`src/rtl/fib_stream_gen.sv`:
```
// Fibonacci stream generator: walks F0..F(n-1) and emits terms selected by a runtime filter
// over a valid/ready handshake. Define FIB_STREAM_OVERFLOW_EN to stop the run on width overflow.
module fib_stream_gen #(
    parameter int WIDTH = 32,
    parameter int CNT_W = 32
) (
    input  logic             __clock,
    input  logic             __reset,
    input  logic             __start,
    input  logic [CNT_W-1:0] n,
    input  logic [1:0]       mode,
    input  logic [CNT_W-1:0] k,
    input  logic             __ready,
    output logic             __valid,
    output logic             __done,
    output logic             __overflow,
    output logic [WIDTH-1:0] __output_0,
    output logic [CNT_W-1:0] __output_1
);

    typedef enum logic [1:0] {ST_START, ST_RUN, ST_DONE} state_t;

    state_t           state;
    logic [WIDTH-1:0] a;
    logic [WIDTH-1:0] b;
    logic [WIDTH-1:0] sum;
    logic [CNT_W-1:0] i;
    logic [CNT_W-1:0] kc;
    logic [CNT_W-1:0] n_l;
    logic [CNT_W-1:0] k_l;
    logic [CNT_W-1:0] k_eff;
    logic [1:0]       mode_l;
    logic             a_ovf;
    logic             b_ovf;
    logic             carry;
    logic             adv;
    logic             match;

`ifdef FIB_STREAM_OVERFLOW_EN
    logic [WIDTH:0] sum_full;
    assign sum_full = {1'b0, a} + {1'b0, b};
    assign sum      = sum_full[WIDTH-1:0];
    assign carry    = sum_full[WIDTH];
`else
    // No carry source: the ovf flags never leave 0 and terms wrap modulo 2^WIDTH.
    assign sum   = a + b;
    assign carry = 1'b0;
`endif

    assign adv   = __ready | ~__valid;
    assign k_eff = (k_l == '0) ? CNT_W'(1) : k_l;

    always_comb begin
        match = 1'b0;
        case (mode_l)
            2'b00:   match = 1'b1;
            2'b01:   match = ~a[0];
            2'b10:   match = a[0];
            default: match = (kc == '0);
        endcase
    end

    always_ff @(posedge __clock) begin
        if (__reset) begin
            state      <= ST_START;
            __valid    <= 1'b0;
            __done     <= 1'b0;
            __overflow <= 1'b0;
            __output_0 <= '0;
            __output_1 <= '0;
            a          <= '0;
            b          <= '0;
            i          <= '0;
            kc         <= '0;
            n_l        <= '0;
            k_l        <= '0;
            mode_l     <= '0;
            a_ovf      <= 1'b0;
            b_ovf      <= 1'b0;
        end else if (adv) begin
            case (state)
                ST_START: begin
                    n_l    <= n;
                    mode_l <= mode;
                    k_l    <= k;
                    if (__start) begin
                        a     <= '0;
                        b     <= WIDTH'(1);
                        i     <= '0;
                        kc    <= '0;
                        a_ovf <= 1'b0;
                        b_ovf <= 1'b0;
                        state <= ST_RUN;
                    end
                end
                ST_RUN: begin
                    if (i < n_l && !a_ovf) begin
                        __valid    <= match;
                        __done     <= 1'b0;
                        __overflow <= 1'b0;
                        __output_0 <= a;
                        __output_1 <= i;
                        a          <= b;
                        b          <= sum;
                        a_ovf      <= b_ovf;
                        b_ovf      <= b_ovf | carry;
                        i          <= i + CNT_W'(1);
                        kc         <= (kc == k_eff - CNT_W'(1)) ? '0 : kc + CNT_W'(1);
                    end else begin
                        __valid    <= 1'b1;
                        __done     <= 1'b1;
                        __overflow <= a_ovf;
                        __output_0 <= '0;
                        __output_1 <= i;
                        state      <= ST_DONE;
                    end
                end
                ST_DONE: begin
                    // valid is high here, so advancing means the done beat was accepted.
                    __valid    <= 1'b0;
                    __done     <= 1'b0;
                    __overflow <= 1'b0;
                    state      <= ST_START;
                end
                default: state <= ST_START;
            endcase
        end
    end

endmodule

```
`config.mk`:
```
export PLATFORM = sky130hd
export DESIGN_NAME = fib_stream_gen
export DESIGN_NICKNAME = d
export VERILOG_FILES = /design/src/rtl/fib_stream_gen.sv
export SDC_FILE = /design/constraint.sdc
export NUM_CORES = 1
export LEC_CHECK = 0
export ABC_CLOCK_PERIOD_IN_PS = 8620
export BUFFER_PORTS_ARGS = -buffer_cell sky130_fd_sc_hd__buf_2
export CELL_PAD_IN_SITES_DETAIL_PLACEMENT = 2
export CELL_PAD_IN_SITES_GLOBAL_PLACEMENT = 2
export CORE_MARGIN = 5
export CORE_UTILIZATION = 38
export DETAILED_ROUTE_END_ITERATION = 10
export GPL_TIMING_DRIVEN = 0
export PLACE_DENSITY_LB_ADDON = 0.08
export SYNTH_ARGS = -nofsm -noshare
export SYNTH_HDL_FRONTEND = slang
export SYNTH_SLANG_ARGS = --single-unit
```
`constraint.sdc`:
```
create_clock -name __clock -period 8.62 [get_ports __clock]
set_input_delay 1.293 -clock __clock [delete_from_list [all_inputs] [get_ports __clock]]
set_output_delay 1.293 -clock __clock [all_outputs]
set_load 0.02 [all_outputs]
```
**Yosys cells after proc, flatten, opt, wreduce, memory -nomap -nowiden**

Cells that the tools add are included.
W data, S select, Z words.

- Output and inout bits: 67
- Flip-flop bits (word level): 264
- Bits of input ports: 70
- Word-level logic and storage cells: 69

- Reductions and logical operators: 13
- Add/sub/neg operators: 4
- Magnitude comparators: 1
- Bitwise operators: 3
- Equal/unequal tests: 8
- Mux-type cells: 26

Operator list:

| kind | count |
|---|---|
| $mux W32 | 9 |
| $pmux W32 S2 | 4 |
| $add A32 B1 Y32 const B | 2 |
| $logic_not A32 Y1 | 2 |
| $add A32 B32 Y32 | 1 |
| $eq A32 B32 Y1 | 1 |
| $lt A32 B32 Y1 | 1 |
| $sub A32 B1 Y32 const B | 1 |
| $pmux W1 S2 | 4 |
| $ne A2 B2 Y1 const B | 3 |
| $reduce_and A2 Y1 | 3 |
| $mux W1 | 5 |
| $eq A2 B1 Y1 const B | 2 |
| $eq A2 B2 Y1 const B | 2 |
| $logic_not A2 Y1 | 2 |
| $mux W2 | 2 |
| $pmux W2 S2 | 1 |
| $reduce_and A4 Y1 | 1 |
| $reduce_bool A2 Y1 | 2 |
| $pmux W1 S3 | 1 |
| $reduce_and A3 Y1 | 1 |
| $not A1 Y1 | 2 |
| $logic_and A1 B1 Y1 | 1 |
| $logic_not A1 Y1 | 1 |
| $or A1 B1 Y1 | 1 |

**Depth between registers and ports, before layout**

- Depth after elaboration: 7
- Mapped depth: 20
- Mapped depth without buffers: 16

**Least setup slack after synthesis**

OpenSTA, ideal clock, no wires.

- Path kind: flip-flop to flip-flop
- Start point: register k_l[20]
- End point: register kc[30]
- Arrival: 4.072 ns
- Setup slack: 4.424 ns
- Required time: 8.495 ns
- Cell stages (with the launch flop): 20
- Library setup time: 0.125 ns
- Clock period less this slack: 4.196 ns
- Buffers on the path: 3
- Cell sequence: dfxtp_1 > or4_4 > nor3_4 > nand3_4 > and2b_1 > nor2_1 > ha_1 > nor3b_2 > and3_1 > buf_2 > nor3_1 > a31oi_1 > or3_1 > a2111o_1 > nor4_1 > nand4_2 > buf_6 > buf_6 > a32oi_1 > o31ai_1

- Cells in the longest elaborated chain, start to end: 7

RTL lines:

| item | RTL line | source |
|---|---|---|
| from (decl) | 30 | `logic [CNT_W-1:0] k_l;` |
| from (signal assigned) | 85 | `k_l <= k;` |
| $logic_not A32 Y1 | 51 | `assign k_eff = (k_l == '0) ? CNT_W'(1) : k_l;` |
| $mux W32 * | 51 |  |
| $sub A32 B1 Y32 * | 108 | `kc <= (kc == k_eff - CNT_W'(1)) ? '0 : kc + CNT_W'(1);` |
| $eq A32 B32 Y1 * | 108 |  |
| $mux W32 * | 108 |  |
| $mux W32 * | 97 | `if (i < n_l && !a_ovf) begin` |
| $pmux W32 S2 * | 81 | `case (state)` |
| to (signal assigned) | 108 |  |
| to (decl) | 28 | `logic [CNT_W-1:0] kc;` |

Every way passes the cells marked *; elsewhere a longest branch is shown, timed or not. The select of a mux whose other input is x is not followed.
A chain may end at the register's enable or synchronous reset.

**Final worst setup path**

- Start point: register k_l[16]
- End point: register kc[2]

The elaborated chain is that of the path after synthesis.

==> flow_summary.json <==
{
  "die_area_sq_um": 39470,
  "ios": 137,
  "crit_path_start_kind": "register",
  "fmax_mhz": 189.4,
  "yosysTopAreaCellShare": 0.3878,
  "yosys.area.top_type": "dfxtp_1",
  "cts_buffers": 34,
  "start_util": 0.3821,
  "yosys_warnings": 0,
  "final_hold_viol_count": 0,
  "grt-busiest-layer": "met2",
  "antennaDiodeCount": 0,
  "cts_setup_buffers": 0,
  "drc": 0,
  "ys_types": 76,
  "via_per_inst": 5.570,
  "dpl.hpwl_mm": 37.18,
  "drt-initial-drc-count": 417,
  "met3_usage": 0.02558,
  "synth-seq-cells": 262,
  "setup_violations": 0,
  "synth.area.top_cells": "dfxtp_1, nand2_1, a21oi_1, ha_1, nor2_1",
  "cts_resized": 0,
  "regArea_sq_um": 5245,
  "overflow": 0,
  "syn-num-nets": 1847,
  "clock_skew_ns": 0.01727,
  "status": "finished, final reports clean",
  "grt_use_met1": 0.3214,
  "avgRoutedWirePerCell_um": 21.34,
  "hold_class": "register to register",
  "ys_seq_area_frac": 0.3878,
  "tightest_slew_ns": 1.372,
  "wl_mm": 50.36,
  "grt_pass1_wl_mm": 78.99,
  "cts_root_buffer": "clkbuf_16",
  "die-width_um": 198.7,
  "p_per_area_nw_per_um2": 219.4,
  "period_share": 0.6124,
  "clkTransAtPathRegs_ns": 0.05,
  "slew_violations": 0,
  "core_sq_um": 35400,
  "grt.met2_usage": 0.4507,
  "grt_start_max_net_pins": 12,
  "min_period_ns": 5.279,
  "cts_tree": "done",
  "peakVddDrop_uv": 158.3,
  "ctsHoldBuffers": 0,
  "port_buffers": 134,
  "drive_gt1_frac": 0.1153,
  "drt_pass1_iterations": 5,
  "cp_max_fo": 10,
  "antenna_found_initial": 0,
  "syn2layout_area_growth_pct": 17.59,
  "required_ns": 9.02,
  "postSynthCellCount": 1707,
  "arrival_ns": 5.68,
  "htree_levels": 2,
  "fp.dieH_um": 198.7,
  "leakagePower_nw": 6.498,
  "ant_nets": 0,
  "rsz0062_at_grt": "no",
  "dpl.cell_count": 2302,
  "clock_tree.buffer_depth": 3,
  "ys_async_sr_fraction": 0,
  "slew_headroom": 0.08091,
  "via_count": 13150,
  "synth_ff_type": "dfxtp_1",
  "layoutNonFillerInstCount": 2360,
  "rows": 69,
  "numClockSinks": 262,
  "setup_tns_ns": 0,
  "synth_edf_count": 0,
  "clk_latency_ns": 0.54,
  "crit_type": "register to register",
  "synthesis.area_sq_um": 13530,
  "final_nets": 2017,
  "maxCapViolCount": 0,
  "multi_input_area_sq_um": 7625,
  "place_congestion": 0.8553,
  "grt_usage": 0.2503,
  "num-fill-cells": 4077,
  "endpoint_kind": "register",
  "grt_pass1_vias": 14130,
  "postSynthAreaPerCell_sq_um": 7.924
}
-- registers in the layout, indices dropped and copies added, names as in the netlist, 32 cells and up --
name        flops
__output_0     32
__output_1     32
a              32
b              32
i              32
k_l            32
kc             32
n_l            32
-- metrics by stage --
stage / hold slack [ns] / setup slack [ns] / power (mW) / util / cell area, sq um
floorplan: 0.4363 / 4.424 / 1.770 / - / 13530
global placement: 0.4360 / 3.438 / 2.040 / 0.4174 / 14770
detailed placement: 0.4468 / 3.405 / 2.064 / 0.4174 / 14770
CTS: 0.4545 / 3.336 / 3.519 / 0.4493 / 15900
global route: 0.4752 / 3.004 / 3.638 / 0.4493 / 15900
finish: 0.4480 / 3.341 / 3.489 / 0.4493 / 15900
-- report_power, final --
part,leakage (nW),switching (mW),internal (mW)
clock network,0.555,0.560,0.888
logic,3.82,0.537,0.188
registers,2.13,0.0540,1.26
total,6.50,1.15,2.34
-- worst paths after layout --
path / from / cells past startpoint / endpoint / slack (ns)
worst max-delay path: k_l[16] / 18 / kc[2] / 3.34
worst max register to register: k_l[16] / 18 / kc[2] / 3.34
worst min-delay path: __output_0[6] / 2 / __output_0[6] / 0.45
worst min register to register: __output_0[6] / 2 / __output_0[6] / 0.45
-- synthesized netlist by cell type, types with 31 or more instances --
cell and count:
ha_1 69, o21ai_0 35, a21oi_1 191, nand3_1 83, clkbuf_1 87, a22oi_1 54, xor2_1 46, nor2_1 113
and3_1 37, xnor2_1 48, dfxtp_1 262, nand2_1 312, inv_1 55, a21o_1 31
-- cells in the final DEF (no fill, tap or decap), drive strengths merged, types with 4 or more instances in the layout --
cell    instances
nand2         313
dfxtp         262
a21oi         191
buf           157
clkbuf        138
nor2          113
nand3          84
ha             69
inv            56
a22oi          56
xnor2          48
xor2           46
o21ai          42
and3           37
a21o           31
nor3           31
nand4          25
o31ai          17
a31oi          15
nor4           15
nand2b         13
and2           10
or3            10
or4            10
and4            8
a211oi          8
nand3b          7
nor2b           6
o21a            5
o211ai          5
a311oi          5
or2             4
o21bai          4
mux2i           4
nor4b           4
nor3b           4
a31o            4
-- critical path, cell delays in order (launching register included) --
cell      delay [ns]
dfxtp_1         0.30
clkbuf_1        0.40
nor3_1          0.16
and4_1          0.27
and2b_1         0.18
nor2_1          0.23
ha_1            0.25
nor3b_2         0.52
and3_1          0.25
buf_2           0.18
nand2_1         0.09
or4_1           0.43
xnor2_1         0.30
o21ai_0         0.15
nor4_1          0.41
nand4_2         0.28
nand2_2         0.28
buf_2           0.31
o21ai_0         0.14
-- layout make-up --
type / count / area share
multi-input combinational: 1280 / 0.4794
sequential: 262 / 0.3298
clock buffer: 51 / 0.06514
timing repair buffer: 134 / 0.04217
tap: 461 / 0.03627
buffer: 110 / 0.02824
inverter: 55 / 0.01298
clock inverter: 7 / 0.005979
-- cells by family (layout without fill, tap and decap cells) --
logic type / count (synthesis) / in the layout / share of synthesized area
adders and majority gates: 70 / 70 / 0.06531
DFF: 262 / 262 / 0.3878
muxes: 6 / 6 / 0.004625
AOI/OAI and AO/OA: 411 / 411 / 0.1880
xor gates and xnor gates: 94 / 94 / 0.06087
and+or+nand+nor: 698 / 698 / 0.2447
other: 1 / 1 / 0.0002773
buffers and inverters: 165 / 357 / 0.04847
-- per-layer routing --
layer / share of wire / wire length [um]
met4: 0.019 / 935
met2: 0.50 / 25280
met1: 0.45 / 22610
met5: 0 / 0
met3: 0.031 / 1539
Note: power is estimated with default switching activity, not from simulation.
